--- src/rtl/mc_main_fsm.sv ---
// Main control FSM of the multicycle RISC-V core: sequences datapath enables and muxes,
// produces ALUOp for the ALU decoder, ImmSrc for the extender, and a retired-instruction count.
module mc_main_fsm #(
    parameter int CNT_W = 32
) (
    input  logic             clk,
    input  logic             reset_n,
    input  logic [6:0]       op,
    input  logic             zero,
    output logic             PCWrite,
    output logic             AdrSrc,
    output logic             MemWrite,
    output logic             IRWrite,
    output logic [1:0]       ResultSrc,
    output logic [1:0]       ALUSrcA,
    output logic [1:0]       ALUSrcB,
    output logic [1:0]       ALUOp,
    output logic [1:0]       ImmSrc,
    output logic             RegWrite,
    output logic             illegal,
    output logic [CNT_W-1:0] instret,
    output logic [3:0]       state_DBG
);

    typedef enum logic [3:0] {
        S_FETCH    = 4'd0,
        S_DECODE   = 4'd1,
        S_MEMADR   = 4'd2,
        S_MEMREAD  = 4'd3,
        S_MEMWB    = 4'd4,
        S_MEMWRITE = 4'd5,
        S_EXECUTER = 4'd6,
        S_EXECUTEI = 4'd7,
        S_ALUWB    = 4'd8,
        S_BEQ      = 4'd9,
        S_JAL      = 4'd10
    } state_t;

    typedef struct packed {
        logic       pcupdate;
        logic       branch;
        logic       adrsrc;
        logic       memwrite;
        logic       irwrite;
        logic [1:0] resultsrc;
        logic [1:0] alusrca;
        logic [1:0] alusrcb;
        logic [1:0] aluop;
        logic       regwrite;
    } ctrl_t;

    localparam logic [6:0] OP_LW    = 7'b0000011;
    localparam logic [6:0] OP_SW    = 7'b0100011;
    localparam logic [6:0] OP_RTYPE = 7'b0110011;
    localparam logic [6:0] OP_ITYPE = 7'b0010011;
    localparam logic [6:0] OP_JAL   = 7'b1101111;
    localparam logic [6:0] OP_BEQ   = 7'b1100011;

    localparam int NUM_LEGAL = 6;
    localparam logic [NUM_LEGAL*7-1:0] LEGAL_OPS =
        {OP_LW, OP_SW, OP_RTYPE, OP_ITYPE, OP_JAL, OP_BEQ};

    state_t           state_reg;
    state_t           state_next;
    ctrl_t            ctrl_reg;
    logic             illegal_reg;
    logic [CNT_W-1:0] instret_reg;
    logic [NUM_LEGAL-1:0] legal_hit;
    logic             op_legal;
    logic             illegal_next;
    logic             retire;

    // One comparator per supported opcode; any hit makes the opcode legal.
    genvar gi;
    generate
        for (gi = 0; gi < NUM_LEGAL; gi++) begin : g_legal
            assign legal_hit[gi] = (op == LEGAL_OPS[gi*7 +: 7]);
        end
    endgenerate

    assign op_legal = |legal_hit;

    // Moore control word for a given state; anything not listed stays 0.
    function automatic ctrl_t ctrl_for(input state_t s);
        ctrl_t c;
        c = '0;
        case (s)
            S_FETCH: begin
                c.irwrite   = 1'b1;
                c.pcupdate  = 1'b1;
                c.alusrcb   = 2'b10;
                c.resultsrc = 2'b10;
            end
            S_DECODE: begin
                c.alusrca = 2'b01;
                c.alusrcb = 2'b01;
            end
            S_MEMADR: begin
                c.alusrca = 2'b10;
                c.alusrcb = 2'b01;
            end
            S_MEMREAD: begin
                c.adrsrc = 1'b1;
            end
            S_MEMWB: begin
                c.resultsrc = 2'b01;
                c.regwrite  = 1'b1;
            end
            S_MEMWRITE: begin
                c.adrsrc   = 1'b1;
                c.memwrite = 1'b1;
            end
            S_EXECUTER: begin
                c.alusrca = 2'b10;
                c.aluop   = 2'b10;
            end
            S_EXECUTEI: begin
                c.alusrca = 2'b10;
                c.alusrcb = 2'b01;
                c.aluop   = 2'b10;
            end
            S_ALUWB: begin
                c.regwrite = 1'b1;
            end
            S_BEQ: begin
                c.alusrca = 2'b10;
                c.aluop   = 2'b01;
                c.branch  = 1'b1;
            end
            S_JAL: begin
                c.alusrca  = 2'b01;
                c.alusrcb  = 2'b10;
                c.pcupdate = 1'b1;
            end
            default: c = '0;
        endcase
        return c;
    endfunction

    function automatic state_t next_for(input state_t s, input logic [6:0] opc);
        state_t n;
        n = S_FETCH;
        case (s)
            S_FETCH: n = S_DECODE;
            S_DECODE: begin
                case (opc)
                    OP_LW, OP_SW: n = S_MEMADR;
                    OP_RTYPE:     n = S_EXECUTER;
                    OP_ITYPE:     n = S_EXECUTEI;
                    OP_JAL:       n = S_JAL;
                    OP_BEQ:       n = S_BEQ;
                    default:      n = S_FETCH;
                endcase
            end
            S_MEMADR:   n = (opc == OP_LW) ? S_MEMREAD : S_MEMWRITE;
            S_MEMREAD:  n = S_MEMWB;
            S_MEMWB:    n = S_FETCH;
            S_MEMWRITE: n = S_FETCH;
            S_EXECUTER: n = S_ALUWB;
            S_EXECUTEI: n = S_ALUWB;
            S_ALUWB:    n = S_FETCH;
            S_BEQ:      n = S_FETCH;
            S_JAL:      n = S_ALUWB;
            default:    n = S_FETCH;
        endcase
        return n;
    endfunction

    always_comb begin
        state_next   = next_for(state_reg, op);
        illegal_next = (state_reg == S_DECODE) && !op_legal;
        retire       = 1'b0;
        case (state_reg)
            S_MEMWB, S_MEMWRITE, S_ALUWB, S_BEQ: retire = 1'b1;
            default:                             retire = 1'b0;
        endcase
    end

    // Outputs are registered from the next state so they always match state_reg.
    always_ff @(posedge clk) begin
        if (!reset_n) begin
            state_reg   <= S_FETCH;
            ctrl_reg    <= ctrl_for(S_FETCH);
            illegal_reg <= 1'b0;
            instret_reg <= '0;
        end else begin
            state_reg <= state_next;
            ctrl_reg  <= ctrl_for(state_next);
            if (illegal_next) begin
                illegal_reg <= 1'b1;
            end
            if (retire) begin
                instret_reg <= instret_reg + CNT_W'(1);
            end
        end
    end

    always_comb begin
        ImmSrc = 2'b00;
        case (op)
            OP_SW:   ImmSrc = 2'b01;
            OP_BEQ:  ImmSrc = 2'b10;
            OP_JAL:  ImmSrc = 2'b11;
            default: ImmSrc = 2'b00;
        endcase
    end

    assign PCWrite   = ctrl_reg.pcupdate | (ctrl_reg.branch & zero);
    assign AdrSrc    = ctrl_reg.adrsrc;
    assign MemWrite  = ctrl_reg.memwrite;
    assign IRWrite   = ctrl_reg.irwrite;
    assign ResultSrc = ctrl_reg.resultsrc;
    assign ALUSrcA   = ctrl_reg.alusrca;
    assign ALUSrcB   = ctrl_reg.alusrcb;
    assign ALUOp     = ctrl_reg.aluop;
    assign RegWrite  = ctrl_reg.regwrite;
    assign illegal   = illegal_reg;
    assign instret   = instret_reg;
    assign state_DBG = state_reg;

endmodule

--- config.mk ---
export PLATFORM = sky130hd
export DESIGN_NAME = mc_main_fsm
export DESIGN_NICKNAME = d
export VERILOG_FILES = /design/src/rtl/mc_main_fsm.sv
export SDC_FILE = /design/constraint.sdc
export NUM_CORES = 1
export LEC_CHECK = 0
export ABC_AREA = 0
export CAP_MARGIN = 10
export CORE_ASPECT_RATIO = 1.25
export CORE_UTILIZATION = 56
export DETAILED_ROUTE_END_ITERATION = 7
export DONT_BUFFER_PORTS = 1
export PLACE_DENSITY = 0.7
export SETUP_SLACK_MARGIN = 0.4
export SLEW_MARGIN = 30
export SYNTH_ARGS = -nofsm -noshare
export SYNTH_HDL_FRONTEND = slang
export SYNTH_SLANG_ARGS = --single-unit
--- constraint.sdc ---
create_clock -name clk -period 1.8 [get_ports clk]
set_input_delay 0.45 -clock clk [delete_from_list [all_inputs] [get_ports clk]]
set_output_delay 0.45 -clock clk [all_outputs]
set_load 0.03 [all_outputs]
# == After elaboration in Yosys (flattened, before gate mapping) ==
# Cells that the tools add are included.
# W data, S select, Z words.
# op_classes
n_addsub,1
mul,0
n_bitwise,2
muxes,15
eq_ne,26
shifts,0
n_lt_le_gt_ge,0
reduce_logical,15
div_mod_pow,0
# op_table
op,count
$pmux W4 S5,2
$add A32 B1 Y32 const B,1
$eq A4 B3 Y1 const B,8
$eq A4 B4 Y1 const B,6
$eq A4 B2 Y1 const B,4
$pmux W2 S2,4
$eq A7 B6 Y1 const B,2
$eq A7 B7 Y1 const B,2
$reduce_or A2 Y1,6
$eq A4 B1 Y1 const B,2
$logic_not A4 Y1,2
$reduce_or A4 Y1,2
$eq A7 B2 Y1 const B,1
$eq A7 B5 Y1 const B,1
$mux W1,7
$pmux W2 S3,1
$reduce_or A3 Y1,2
$reduce_or A6 Y1,1
$mux W3,1
$and A1 B1 Y1,1
$logic_and A1 B1 Y1,1
$logic_not A1 Y1,1
$or A1 B1 Y1,1
# totals
mem_count,0
latchBits,0
out_inout_bits,52
ramBits,0
ff_bits,51
wordCells,72
mem_bits_ro,0
input_bits,10

# == Longest topological paths before layout ==
# Gate-level depths: netlist (run 1).
# depth
ltp_word,7
ltp_mapped,6
depth_no_buf,5

# == Worst setup path before layout (run 1) ==
# Ideal clock, no wire load.
# synth_timing
path_type,flip-flop to flip-flop
startpoint,"reg state_reg[0], in the netlist state_DBG[0]"
endpoint,reg ctrl_reg (netlist bit ALUSrcB[1])
path_slack_ps,-402
setup_ps,134
required_time_ps,1666
arrival_ps,2068
synth_period_minus_slack_ps,2202
path_buffers,1
path_stages_with_launch,7
cell_sequence,dfxtp_1 -> buf_6 -> or4b_4 -> or3_4 -> a211o_1 -> or2b_1 -> o211ai_1
# synth_via
elab_chain_len,6
elab_cells_between_ends,17
classes_between,10 x eq/ne; 2 x mux; 5 x reduce/logical
# synth_rtl
element,line,rtl
start: declaration,63,state_t state_reg;
start signal: assignment,187,state_reg <= state_next;
$eq A4 B4 Y1 or $eq A4 B3 Y1 (tied branches),143,case (s)
$reduce_or A3 Y1 (no source line),-,
$pmux W4 S5 (*),143,
$eq A4 B3 Y1 (tied with other cells),87,case (s)
$reduce_or A3 Y1 (no source line) or $reduce_or A2 Y1 (tied branches),-,
$pmux W2 S2 (*),87,
end signal: assignment,183,ctrl_reg <= ctrl_for(S_FETCH);
end signal: assignment,188,ctrl_reg <= ctrl_for(state_next);
end: declaration,65,ctrl_t ctrl_reg;
# Mark *: on every way between the ends. The rest lies on a longest branch, timed or not.
# A chain may end at the register's enable or synchronous reset.

# == Final worst setup path (run 1) ==
# layout_timing
startpoint,"reg state_reg[1], in the netlist state_DBG[1]"
endpoint,reg ctrl_reg[13] (netlist name)
# layout_via
elab_chain_len,6
elab_cells_between_ends,13
classes_between,7 x eq/ne; 2 x mux; 4 x reduce/logical
# layout_rtl
element,line
$eq A4 B4 Y1 or $eq A4 B3 Y1 (tied branches),143
$reduce_or A3 Y1 (no source line),-
$pmux W4 S5 (*),143
$eq A4 B4 Y1 or $logic_not A4 Y1 (tied branches),87
$reduce_or A2 Y1 (no source line) (*),-
$mux W1 (*),87
# Marks and branches as above.

==> run metrics, run 1 <==
max reg flops=32; CTS tree=done; clk_lat worst skew=0.31 ns; pin count of the biggest net entering global routing=46; Synth cell types=49; Synth area leader=dfxtp_1; Die H=73.82 um; Max VDD drop=0.6667 mV; WP data required=2.00 ns; gr usage total=0.2758; grt total ovfl=0; startpoint types=register; Overall Power=1890 uW; min-delay worst type=input pin to register; area of the multi-input gates=1555 um2; compound-cell area share of the yosys netlist=0.1012; Final period util=1.119; YS warnings=0; syn_nets=262; CP Capture Type=register; CTS Sinks=49; syn avg cell area=9.207 um2; crit path max fanout=3; Synth Area in XOR/XNOR=0.1099; die area=4389 um2; buffers added on ports=0; post-synthesis sequential area ratio=0.4245; nets=313; final worst slack=-0.2148 ns; max-cap viol count=0; Max clock buf depth=2; DRC viols=0; I/O pins=62; Tmin final=2.015 ns; Synth Area in Simple Gates=0.3059; cell row count=25; share of cells above drive strength 1=0.5050; area grow syn2layout=44.67%; status=finished with violations; Post-DRT Antenna Nets=0; Max Freq=0.4963 GHz; dpl hpwl=3.780 mm; max-slew violation count=0; H-tree depth=2; violated checks=setup timing; DR vias/cell=5.723; CTS root buf=clkbuf_8; DRT iter0 DRCs=86; Slew @ Worst Pin=0.7585 ns; Initial Utilization=0.5958; final clock skew=0.003463 ns; 1st-pass router iterations=4; Async SR Flop Fraction=0; initial antenna violation count=0; Worst-path clk slew=0.09 ns; CTS Buf Count=5; Antenna Cells=0; synthesized-area fraction occupied by adder cells=0.005414; mux cell area share after synthesis=0.004331; Die W=59.46 um; filler cell count in the final layout=215; setup violators final=17; Synth Cell Area=2311 um2; routability congestion estimate=0.8364; Slew HR=0.4879; Yosys top cell area share=0.4245; main combinational cell family by area after synthesis=simple AND/OR/NAND/NOR gates; P_leak=0.001326 uW; vias in the first global route=1978; Synth Flop Type=dfxtp_1; routed wire length=5.923 mm; Worst Setup Path Type=register to register; final hold viol count=0; Hold Slack=0.2396 ns; Storage cell area=1069 um2; via count=2043; Avg WL per Cell=16.59 um; Cells after Synth=251; Arr. time, crit path=2.21 ns; register bit total from synthesis=49; first-pass GRT wire length=9.087 mm; Pwr Density=565.4 nW/um2; Core ar.=3879 um2; Post-synth EDFFs=0; main area contributors after synthesis=dfxtp_1 (42%), xnor2_1 (9.9%), and2_1 (8.4%), nand4_1 (3.5%), nand3_1 (3.2%); hold_buf cts=0; RSZ-0062 raised after global routing=yes
## worst paths after layout
kind / startpoint / to / slack, ns / cells past startpoint
worst max-delay path: state_DBG[1] / ctrl_reg[13] / -0.21 / 5
worst min-delay path: reset_n / IRWrite / 0.24 / 1
worst max register to register: state_DBG[1] / ctrl_reg[13] / -0.21 / 5
worst min register to register: instret[26] / instret[26] / 0.59 / 2
## cell usage after synthesis, types with 3 or more instances
cell / number
o21ai_0: 10
xor2_1: 3
nand2_1: 13
nand4_1: 13
and2_1: 31
and4_1: 3
buf_4: 8
inv_1: 4
clkbuf_1: 7
nor2_1: 9
and3_1: 5
nor3_1: 3
dfxtp_1: 49
or3_1: 5
nand3_1: 15
a21oi_1: 3
a21boi_0: 7
xnor2_1: 26
## critical path, stage by stage (launching register included)
cell	delay [ns]
dfxtp_4	0.35
or4b_4	0.54
or3_4	0.37
a211o_1	0.32
or2b_1	0.22
o211ai_1	0.10
## area by class of cell
class	count	share of cell area
Clock buffer	5	0.02058
Clock inverter	3	0.007485
Inverter	4	0.004491
Multi-Input combinational cell	182	0.4652
Sequential cell	49	0.3196
Tap cell	54	0.02021
Timing Repair Buffer	60	0.1624
## metal layers
| metal | vias up | GRT usage | share of wire |
|---|---|---|---|
| li1 | 975 | - | - |
| met4 | 0 | 0.1111 | 0.024 |
| met3 | 11 | 0.06866 | 0.047 |
| met2 | 62 | 0.4956 | 0.54 |
| met5 | - | 0 | 0 |
| met1 | 995 | 0.3034 | 0.39 |
## metrics by stage
stage	instances	utilization	TNS (ns)	setup WS, ns	instance area (um2)
4_1_cts	354	0.8216	-1.205	-0.1692	3187
6_report	357	0.8619	-1.951	-0.2148	3343
2_1_floorplan	251	-	-1.671	-0.2186	2581
5_1_grt	357	0.8619	-3.575	-0.2551	3343
3_5_place_dp	333	0.7352	-0.9434	-0.1342	2851
3_3_place_gp	333	0.7352	-0.6524	-0.1092	2851
## cells by family (layout without fill, tap and decap cells)
group           count (synthesis)  after routing
flops                          49             49
simple gates                  117            117
fa+ha+maj                       1              1
compound gates                 34             34
xor+xnor                       29             29
buf+inv                        20             72
mux                             1              1
## what timing repair did
action,4_1_cts,5_1_grt
pin swaps,16,44
endpoints found under the setup margin,49,50
hold endpoints to repair,0,0
buffers inserted,13,3
resized for setup,32,27
## power breakdown
group	switching, uW	internal (uW)
clock	402	284
combinational	50.9	53.8
sequential	30.0	1070
total	482	1410
## cells in the final DEF, fill, tap and decap left out, types with 4 or more instances in the layout
master,count
and2_1,30
and3_1,4
buf_4,41
buf_6,16
clkbuf_8,5
dfxtp_1,17
dfxtp_2,13
dfxtp_4,19
inv_1,4
nand2_1,7
nand2_2,5
nand3_2,5
nand3_4,7
nand4_1,13
nor2_1,7
o21ai_0,7
xnor2_1,20
xnor2_2,5
(Power assumes the default switching activity.)
==> run 2: changes to the inputs <==
- CELL_PAD_IN_SITES_DETAIL_PLACEMENT: default -> 1
- CELL_PAD_IN_SITES_GLOBAL_PLACEMENT: default -> 2
- CORE_UTILIZATION: 56 -> 33
- PLACE_DENSITY: 0.7 -> 0.69
==> run metrics, run 2 (synthesized netlist as in run 1, its figures left out) <==
RSZ-0062 raised after global routing=yes; area of the multi-input gates=1573 um2 (+1.1%); gr usage total=0.1751 (-0.1008); startpoint types=register; 1st-pass router iterations=4 (unchanged); buffers added on ports=0 (unchanged); Antenna Cells=0 (unchanged); clk_lat worst skew=0.31 ns (about the same); Core ar.=6648 um2 (+71%); I/O pins=62 (unchanged); cell row count=33 (+32%); Pwr Density=569.8 nW/um2 (+0.78%); Max clock buf depth=2 (unchanged); final clock skew=0.01356 ns (+0.01009 ns); Post-DRT Antenna Nets=0 (unchanged); initial antenna violation count=0 (unchanged); max-slew violation count=0 (unchanged); Worst Path Buf+Inv=1 (+1); Slew @ Worst Pin=0.4280 ns (-0.3305 ns); critical path startpoint=state_DBG[1]; Max Freq=0.5143 GHz (+3.6%); DP Area=2960 um2 (+3.8%); pin count of the biggest net entering global routing=46 (unchanged); Crit. path cell count=6 (+1); final hold viol count=0 (unchanged); aggregate negative setup slack=-1.198 ns (+0.7529 ns); crit path max fanout=4 (+1); Final period util=1.080 (-0.03909); CTS Buf Count=5 (unchanged); commonest non-fill, non-tap cell in the layout=buf_4; Placed Cells=375 (+13%); DR vias/cell=5.053 (-12%); Worst Setup Path Type=register to register; dpl hpwl=4.307 mm (+14%); Tmin final=1.944 ns (-0.07035 ns); CTS tree=done; Hold Slack=0.2265 ns (-0.01313 ns); Die W=76.85 um (+29%); Storage cell area=1067 um2 (-0.12%); cells along the critical path=or4b_4, or3_4, buf_4, a211oi_4, or3b_4, nor2b_1; filler cell count in the final layout=736 (+240%); cells on worst reg2reg path=6 (+1); share of cells above drive strength 1=0.5256 (+0.02069); area grow syn2layout=49.49%; nets=322 (+2.9%); DRT iter0 DRCs=45 (-48%); origin of the critical flop-to-flop path=state_DBG[1]; vias in the first global route=2073 (+4.8%); grt total ovfl=0 (unchanged); status=finished with violations; final worst slack=-0.1445 ns (+0.07035 ns); max reg flops=32 (unchanged); fin cells=399 (+12%); Die H=95.56 um (+29%); Worst path max stage delay=0.54 ns (about the same); design area=3455 um2 (+3.3%); Avg WL per Cell=15.38 um (-7.3%); setup violators final=11 (-6); P_leak=0.001380 uW (+4.1%); die area=7344 um2 (+67%); CP max-delay cell=or4b_4; routability congestion estimate=0.7192 (-14%); CP Capture Type=register; via count=2016 (-1.3%); violated checks=setup timing; Worst-path clk slew=0.10 ns (about the same); min-delay worst type=input pin to register; CP top delay family=simple AND/OR/NAND/NOR gates; DRC viols=0 (unchanged); CTS root buf=clkbuf_8; Initial Utilization=0.3476 (-0.2482); first-pass GRT wire length=9.984 mm (+9.9%); hold depth=1 (unchanged); WP data required=2.01 ns (about the same); Overall Power=1968 uW (+4.1%); max-cap viol count=0 (unchanged); routed wire length=6.135 mm (+3.6%); Max VDD drop=0.3252 mV (-51%); CTS Sinks=49 (unchanged); Arr. time, crit path=2.16 ns (-0.05 ns); Slew HR=0.7065 (+0.2186); most frequent cells in the layout=buf_4 (55), and2_1 (30), xnor2_1 (19), dfxtp_4 (18), dfxtp_1 (16); Hold Startpoint=reset_n; H-tree depth=2 (unchanged)
==> run 2: cell types whose count changed in the layout (fill, tap and decap cells not counted), sizes merged <==
| cell | before | now |
|---|---|---|
| buf | 60 | 69 |
| clkbuf | 5 | 6 |
| clkinv | 0 | 1 |
| clkinvlp | 1 | 0 |
| inv | 6 | 5 |
==> run 2: cell type report <==
type | instances | area share
multi-input combinational | 182 | 0.4553
sequential | 49 | 0.3089
clock inverter | 2 | 0.003984
clock buffer | 6 | 0.02716
timing repair buffer | 69 | 0.1688
tap | 87 | 0.03151
inverter | 4 | 0.004346
==> run 2: worst reg2reg max path: stages, from the launching register on <==
cell      delay [ns]
dfxtp_4         0.35
or4b_4          0.54
or3_4           0.35
buf_4           0.16
a211oi_4        0.26
or3b_4          0.18
nor2b_1         0.04
==> run 2: path summary, 6_finish.rpt <==
path                                   end  slack [ns]
worst min register to register  instret[1]        0.55
worst max-delay path              RegWrite       -0.14
worst min-delay path               IRWrite        0.23
worst max register to register    RegWrite       -0.14
==> run 2: repair_timing <==
item                       CTS  global route
gates resized for setup     39            19
pin swaps                   29             6
hold buffers                 0             0
setup buffers               14             1
setup endpoints to repair   49            49
cloned                       1             0
==> run 2: metrics by stage <==
| step | setup slack (ns) | util |
|---|---|---|
| final | -0.1445 | 0.5197 |
| after global placement | -0.1366 | 0.4453 |
| after CTS | -0.1488 | 0.5029 |
| after detailed placement | -0.1769 | 0.4453 |
| after global routing | -0.2259 | 0.5197 |
| after floorplan | -0.2186 | - |
==> run 2: power breakdown <==
part / leakage, uW / internal (uW) / switching (uW)
Sequential: 0.000418 / 1070 / 29.2
Combinational: 0.000905 / 57.2 / 51.3
Clock: 0.0000567 / 362 / 398
Total: 0.00138 / 1490 / 478
==> run 2: metal layers <==
metal  track usage  vias up  wire length (um)
met2        0.3289       42              3230
met1        0.1814      973              2509
li1              -      994                 -
met3       0.05455        7               289
met4       0.06731        0               105
met5             0        -                 0
